$ cat config.mk
export PLATFORM = sky130hd
export DESIGN_NAME = wave_param_scheduler
export DESIGN_NICKNAME = d
export VERILOG_FILES = /design/src/rtl/wave_param_scheduler.sv
export SDC_FILE = /design/constraint.sdc
export NUM_CORES = 1
export LEC_CHECK = 0
export BUFFER_PORTS_ARGS = -buffer_cell sky130_fd_sc_hd__buf_4
export CORE_AREA = 2 2 224 182
export DETAILED_ROUTE_END_ITERATION = 12
export DIE_AREA = 0 0 226 184
export PLACE_DENSITY = 0.61
export REMOVE_ABC_BUFFERS = 1
export SYNTH_ARGS = -nofsm -noshare
export SYNTH_HDL_FRONTEND = slang
export SYNTH_SLANG_ARGS = --single-unit
$ cat constraint.sdc
create_clock -name s_axis_video_aclk -period 20.1 [get_ports s_axis_video_aclk]
set_clock_uncertainty 0.15 [all_clocks]
set_input_delay 2.01 -clock s_axis_video_aclk [delete_from_list [all_inputs] [get_ports s_axis_video_aclk]]
set_output_delay 2.01 -clock s_axis_video_aclk [all_outputs]
set_load 0.02 [all_outputs]
$ cat src/rtl/wave_param_scheduler.sv
// -----------------------------------------------------------------------------
// wave_param_scheduler
//
// Frame-synchronous parameter sequencer for the wave-former video datapath.
// Parameter sets arrive from the regmap, are staged in shadow registers on
// cfg_commit and go live together on the next accepted start-of-frame. A frame
// therefore never sees a mix of old and new parameters. Wave amplitude is
// slewed by at most RAMP_STEP per frame toward its target. The block also
// owns the per-frame phase accumulator and the frame counter.
//
// Ports
//   s_axis_video_aclk    : video clock, the only clock of the block
//   s_axis_video_areset  : asynchronous, active-high reset
//   cfg_*                : staged parameter values (same clock domain)
//   cfg_commit           : one-cycle request to stage the cfg_* values
//   sof_fire             : accepted start-of-frame beat
//   run                  : 1 = phase advances each frame, 0 = phase frozen
//   phase_clr            : synchronous clear of phase and frame_cnt
//   x_offset .. phase_inc: active (committed) parameters, registered
//   phase, frame_cnt     : per-frame phase and accepted-frame count
//   commit_ack           : one-cycle pulse when a staged set goes live
//   state                : 0 IDLE, 1 ARMED, 2 RAMP
// -----------------------------------------------------------------------------
module wave_param_scheduler #(
   parameter logic [15:0] RAMP_STEP       = 16'd256,
   parameter logic [15:0] RESET_AMPLITUDE = 16'h7FFF
) (
   input  logic        s_axis_video_aclk,
   input  logic        s_axis_video_areset,
   input  logic [15:0] cfg_x_offset,
   input  logic [15:0] cfg_y_offset,
   input  logic [15:0] cfg_omega,
   input  logic [15:0] cfg_wave_amplitude,
   input  logic [15:0] cfg_decay_amplitude,
   input  logic [15:0] cfg_phase_inc,
   input  logic        cfg_commit,
   input  logic        sof_fire,
   input  logic        run,
   input  logic        phase_clr,
   output logic [15:0] x_offset,
   output logic [15:0] y_offset,
   output logic [15:0] omega,
   output logic [15:0] wave_amplitude,
   output logic [15:0] decay_amplitude,
   output logic [15:0] phase_inc,
   output logic [15:0] phase,
   output logic [15:0] frame_cnt,
   output logic        commit_ack,
   output logic [1:0]  state
);

   typedef enum logic [1:0] {
      ST_IDLE  = 2'd0,
      ST_ARMED = 2'd1,
      ST_RAMP  = 2'd2
   } state_t;

   state_t      state_q, state_d;

   logic [15:0] sh_x_offset, sh_y_offset, sh_omega;
   logic [15:0] sh_wave_amplitude, sh_decay_amplitude, sh_phase_inc;
   logic [15:0] amp_target;

   logic        commit_now;
   logic [15:0] amp_target_d;
   logic [15:0] wave_amp_d;

   assign state = state_q;

   // The commit uses the shadow contents from before this edge, so a
   // cfg_commit arriving together with the SOF only replaces the shadow.
   assign commit_now   = sof_fire && (state_q == ST_ARMED);
   assign amp_target_d = commit_now ? sh_wave_amplitude : amp_target;

   // Amplitude slew toward the (possibly just updated) target. The step is
   // only taken while the remaining distance exceeds RAMP_STEP, so the sum or
   // difference can neither overshoot nor wrap.
   always_comb begin
      // NOTE: every combinational output gets a default first so no path
      // through the block leaves it unassigned (which would infer a latch).
      wave_amp_d = wave_amplitude;
      if (sof_fire) begin
         if (amp_target_d >= wave_amplitude) begin
            if ((RAMP_STEP == 16'd0) || ((amp_target_d - wave_amplitude) <= RAMP_STEP))
               wave_amp_d = amp_target_d;
            else
               wave_amp_d = wave_amplitude + RAMP_STEP;
         end else begin
            if ((RAMP_STEP == 16'd0) || ((wave_amplitude - amp_target_d) <= RAMP_STEP))
               wave_amp_d = amp_target_d;
            else
               wave_amp_d = wave_amplitude - RAMP_STEP;
         end
      end
   end

   // Next state looks at the post-commit, post-slew amplitude values.
   // A cfg_commit always lands in ARMED, which outranks RAMP.
   always_comb begin
      state_d = state_q;
      unique case (state_q)
         ST_IDLE: begin
            if (cfg_commit) state_d = ST_ARMED;
         end
         ST_ARMED: begin
            if (cfg_commit)
               state_d = ST_ARMED;
            else if (sof_fire)
               state_d = (wave_amp_d != amp_target_d) ? ST_RAMP : ST_IDLE;
         end
         ST_RAMP: begin
            if (cfg_commit)
               state_d = ST_ARMED;
            else if (sof_fire && (wave_amp_d == amp_target_d))
               state_d = ST_IDLE;
         end
         default: state_d = ST_IDLE;
      endcase
   end

   always_ff @(posedge s_axis_video_aclk or posedge s_axis_video_areset) begin
      if (s_axis_video_areset) begin
         state_q <= ST_IDLE;
      end else begin
         state_q <= state_d;
      end
   end

   // NOTE: sequential state uses non-blocking assignments so every register
   // samples the pre-edge values, e.g. phase adds the old phase_inc while a
   // commit updates phase_inc on the same edge.
   always_ff @(posedge s_axis_video_aclk or posedge s_axis_video_areset) begin
      if (s_axis_video_areset) begin
         sh_x_offset        <= '0;
         sh_y_offset        <= '0;
         sh_omega           <= '0;
         sh_wave_amplitude  <= '0;
         sh_decay_amplitude <= '0;
         sh_phase_inc       <= '0;
         amp_target         <= RESET_AMPLITUDE;
         x_offset           <= '0;
         y_offset           <= '0;
         omega              <= '0;
         wave_amplitude     <= RESET_AMPLITUDE;
         decay_amplitude    <= '0;
         phase_inc          <= '0;
         phase              <= '0;
         frame_cnt          <= '0;
         commit_ack         <= 1'b0;
      end else begin
         if (cfg_commit) begin
            sh_x_offset        <= cfg_x_offset;
            sh_y_offset        <= cfg_y_offset;
            sh_omega           <= cfg_omega;
            sh_wave_amplitude  <= cfg_wave_amplitude;
            sh_decay_amplitude <= cfg_decay_amplitude;
            sh_phase_inc       <= cfg_phase_inc;
         end

         if (commit_now) begin
            x_offset        <= sh_x_offset;
            y_offset        <= sh_y_offset;
            omega           <= sh_omega;
            decay_amplitude <= sh_decay_amplitude;
            phase_inc       <= sh_phase_inc;
         end
         commit_ack     <= commit_now;
         amp_target     <= amp_target_d;
         wave_amplitude <= wave_amp_d;

         if (phase_clr) begin
            phase     <= '0;
            frame_cnt <= '0;
         end else if (sof_fire) begin
            frame_cnt <= frame_cnt + 16'd1;
            if (run) phase <= phase + phase_inc;
         end
      end
   end

endmodule

==> results by group <==
Place
  – Detailed placement HPWL: roughly 25,000 um
  – PortBufs: 232
  – Gpl congestion: between 0.9 and 1
  – Placed inst area: roughly 0.015 mm2

STA
  – Transition time at the pin with the least slew margin: 1180 ps
  – Peak Freq: 0.129 GHz
  – Time the worst path needs with I/O delays and setup: between 7000 and 8000 ps
  – Tightest slew margin relative to the limit: 0.204
  – Max-slew violation count: 0
  – Final hold violation count: 0
  – Final setup viols: 0
  – Final clock period utilization by the worst path: 0.386
  – Setup repair after global routing missed its margin: no
  – Final setup TNS: 0 ps

Synth
  – Largest family of logic cells by synthesized area: simple AND/OR/NAND/NOR gates
  – Number of standard cells after synthesis: around 1,200
  – Simple-gate share of the synthesized area: 0.158
  – Synth Area per Inst: about 10 um2
  – Multiplexer share of the synthesized area: 0.100
  – Synth async-reset ratio: 1.00
  – XOR/XNOR Fraction of Synth Area: 0.0458
  – Adder-cell area share of the yosys netlist: 0.0429
  – Top flip-flop cell by instance count after synthesis: sky130_fd_sc_hd__dfrtp_1
  – Syn. warnings: 0
  – Compound-Gate Fraction of Synth Area: 0.126
  – Syn Std Cell Area: 0.0124 mm2
  – Synthesized flop and latch total: about 240
  – Number of enable flip-flop cells after synthesis: 0
  – Netlist cell types: 80
  – Sequential cell area fraction in the yosys report: 0.492

Worst setup path
  – Startpoint-to-endpoint class of the critical path: in2reg
  – Number of cells on the worst reg-to-reg path: 16
  – CP endpoint: state[1]
  – Required time reported for the critical path endpoint: around 20,000 ps
  – Start of the worst register-to-register path: state[0]
  – CP Depth: 17
  – CP Max Fanout: 50
  – Critical Path Source Type: input pin
  – Number of buffers and inverters on the critical path: 2
  – Worst path slowest cell: sky130_fd_sc_hd__mux2i_1
  – Internal reg-to-reg setup slack: between 10,000 and 15,000 ps
  – Delay of the slowest cell on the worst path: about 800 ps
  – Category of cells accounting for the largest share of critical-path delay: compound AO/OA/AOI/OAI gates
  – CP most frequent cell: sky130_fd_sc_hd__o21ai_0
  – Critical-path cell list: buf_4 -> nand3b_4 -> mux2i_1 -> inv_1 -> ha_1 -> nand2_1 -> o21ai_0 -> nor2_1 -> a2111oi_0 -> o21ai_0 -> a2111oi_2 -> nand3_1 -> a32o_1 -> a222oi_1 -> o21ai_1 -> a211oi_2 -> a311oi_1
  – Setup crit end kind: register
  – Arrival time of the worst setup path: around 8000 ps
  – Source of the critical timing path: sof_fire
  – Worst r2r dst: state[1]

Global route
  – Grt total ovfl: 0
  – Number of global-route vias before repair: 9,908
  – First-pass GRT wire length: 55,600 um
  – Maximum number of pins on one net before global-route repair: 129
  – Number of antenna violations at the first check in global routing: 1
  – GRT Resource Usage Total: 0.167

Clock tree
  – Worst-skew pair later-pin latency: 560 ps
  – Cts repair resizes: 0
  – Clock transition at the register clock pins on the worst setup and hold paths after CTS: around 60 ps
  – Root buffer selected by CTS: sky130_fd_sc_hd__clkbuf_16
  – Clock tree from TritonCTS: built
  – Buffers inserted during post-CTS setup optimization: 0
  – Post-cts hold buffer count: 0
  – H-tree depth reported by CTS: 1
  – CTS Buf Count: 28
  – Clock Sink Count: between 200 and 250
  – Clk buf depth: 3

Finish
  – Area overhead of the layout relative to synthesis: 25.8%
  – Post-route cell area: between 0.015 and 0.02 mm2
  – Share of layout cells above drive strength 1: 0.294
  – Final net count: about 1,600

Routing
  – Count of antenna-violating nets left after detailed routing: 0
  – Drt first-iter violations: approximately 520
  – Total number of vias: between 9,000 and 10,000
  – Post-detailed-route DRC marker count: 0
  – DRT Wirelength: roughly 35,000 um
  – TritonRoute pass-1 iters: 5
  – Average via count per standard cell: just under 5
  – Routed wire length per instance: roughly 17 um

Floorplan
  – Area of the core: about 0.039 mm2
  – Standard-cell rows: 65
  – Die Footprint: 0.0416 mm2
  – DIE WIDTH: ~230 um
  – Count of boundary I/O pins: between 200 and 250
  – Die Span Y: around 180 um
  – Effective utilization at floorplan: 0.318

Outcome
  – Status: complete, no violations

Power and ir drop
  – Power density cells: between 100 and 150 mW/mm2
  – Largest voltage drop on the vdd net: 72.0 uV
  – Leakage power figure: ~0.0074 uW

Worst hold path
  – Type of the tightest min-delay check: reg2reg

Job
  – Total of max-cap violations: 0
-- worst min path at each step --
stage | start | endpoint | slack, ps | cells after the start
final | sh_x_offset[5] | x_offset[5] | 310 | 2
after global placement | sh_omega[2] | omega[2] | 290 | 2
after CTS | sh_x_offset[2] | x_offset[2] | 310 | 2
after detailed placement | sh_phase_inc[4] | phase_inc[4] | 300 | 2
after floorplan | sh_decay_amplitude[0] | decay_amplitude[0] | 280 | 2
after global routing | sh_omega[8] | omega[8] | 330 | 2
-- final cells by class --
class	count	area (um2)
tap	536	671
antenna	1	2.50
clock inverter	13	140
multi-input combinational	897	5870
inverter	49	193
clock buffer	39	812
sequential	243	6120
timing repair buffer	242	1820
fill	3851	23500
-- tightest hold or removal path, stage by stage, from the launching register on --
cell	delay, ps
sky130_fd_sc_hd__dfrtp_1	340
sky130_fd_sc_hd__nand2_1	50
sky130_fd_sc_hd__nand2_1	50
-- through the flow --
step                      power, uW  utilization  instances  setup WS [ps]  hold WS (ps)
after floorplan                1220            -       1189          11320           285
after global placement         1500        0.375       1967          12040           292
after detailed placement       1510        0.375       1967          11900           297
after CTS                      2040        0.399       2019          12500           310
after global routing           2160        0.399       2020          11860           330
final                          2040        0.399       2020          12350           305
-- sequential cells by signal (all words and copies together) (netlist names) --
| register | flops |
|---|---|
| frame_cnt | 16 |
| wave_amplitude | 16 |
| sh_omega | 16 |
| x_offset | 16 |
| y_offset | 16 |
| sh_decay_amplitude | 16 |
| commit_ack | 1 |
| phase | 16 |
| sh_x_offset | 16 |
| phase_inc | 16 |
| sh_phase_inc | 16 |
| decay_amplitude | 16 |
| sh_y_offset | 16 |
| amp_target | 16 |
| state | 2 |
| sh_wave_amplitude | 16 |
| omega | 16 |
-- synth_stat cells, drive strengths merged (5+ instances only) --
| library cell | n | area (um2) |
|---|---|---|
| buf | 18 | 97.6 |
| mux2i | 15 | 154 |
| dfrtp | 213 | 5330 |
| or3 | 8 | 50.1 |
| o211ai | 5 | 56.3 |
| a211oi | 11 | 87.6 |
| o21bai | 7 | 52.6 |
| ha | 41 | 513 |
| and2 | 6 | 37.5 |
| nand2 | 299 | 1120 |
| and3 | 8 | 50.1 |
| mux2 | 97 | 1090 |
| nand3 | 19 | 95.1 |
| a21o | 17 | 128 |
| a21oi | 56 | 284 |
| nor2 | 54 | 203 |
| a2111oi | 7 | 73.8 |
| a22o | 15 | 131 |
| xnor2 | 45 | 394 |
| a211o | 7 | 61.3 |
| o21ai | 49 | 245 |
| inv | 48 | 180 |
| and4 | 5 | 43.8 |
| nor3 | 19 | 95.1 |
| nand4 | 13 | 81.3 |
| clkbuf | 40 | 150 |
| xor2 | 20 | 175 |
| dfstp | 30 | 788 |
-- kinds of logic (layout without fill, tap and decap cells) --
group / after synthesis / in the layout
adders and majority gates: 42 / 42
AOI/OAI and AO/OA: 224 / 224
xor gates and xnor gates: 65 / 65
DFF: 243 / 243
muxes: 112 / 112
other: 0 / 1
buffers and inverters: 107 / 343
and+or+nand+nor: 454 / 454
-- routing by layer --
metal / up-vias / share of wire / global-route usage
met4: 0 / 0.014 / 0.0305
li1: 4756 / - / -
met5: - / 0 / 0
met1: 4858 / 0.47 / 0.240
met3: 41 / 0.088 / 0.0494
met2: 332 / 0.43 / 0.250
-- placed cells by master (no fill, tap or decap), types with 4 or more instances in the layout --
| cell type | count |
|---|---|
| sky130_fd_sc_hd__and2_1 | 4 |
| sky130_fd_sc_hd__a21o_1 | 17 |
| sky130_fd_sc_hd__mux2i_1 | 14 |
| sky130_fd_sc_hd__xor2_1 | 20 |
| sky130_fd_sc_hd__and3_1 | 8 |
| sky130_fd_sc_hd__inv_1 | 44 |
| sky130_fd_sc_hd__a31oi_1 | 4 |
| sky130_fd_sc_hd__a2111oi_0 | 5 |
| sky130_fd_sc_hd__a211oi_1 | 10 |
| sky130_fd_sc_hd__nand2_1 | 299 |
| sky130_fd_sc_hd__a211o_1 | 7 |
| sky130_fd_sc_hd__and4_1 | 5 |
| sky130_fd_sc_hd__clkbuf_16 | 28 |
| sky130_fd_sc_hd__o21bai_1 | 7 |
| sky130_fd_sc_hd__o21a_1 | 4 |
| sky130_fd_sc_hd__nand4_1 | 13 |
| sky130_fd_sc_hd__mux2_2 | 97 |
| sky130_fd_sc_hd__xnor2_1 | 45 |
| sky130_fd_sc_hd__or3_1 | 8 |
| sky130_fd_sc_hd__a22o_1 | 15 |
| sky130_fd_sc_hd__buf_4 | 242 |
| sky130_fd_sc_hd__ha_1 | 41 |
| sky130_fd_sc_hd__clkbuf_8 | 7 |
| sky130_fd_sc_hd__nor2_1 | 54 |
| sky130_fd_sc_hd__a21oi_1 | 55 |
| sky130_fd_sc_hd__dfrtp_1 | 213 |
| sky130_fd_sc_hd__dfstp_2 | 30 |
| sky130_fd_sc_hd__clkbuf_1 | 4 |
| sky130_fd_sc_hd__nand3_1 | 19 |
| sky130_fd_sc_hd__o21ai_0 | 47 |
| sky130_fd_sc_hd__clkinv_2 | 7 |
| sky130_fd_sc_hd__nor3_1 | 19 |
-- where the power goes --
group	total, uW	switching (uW)	internal, uW
sequential	662	74.9	587
clock	524	215	309
combinational	850	513	337
total	2040	803	1230
Note: power is estimated with default switching activity, not from simulation.
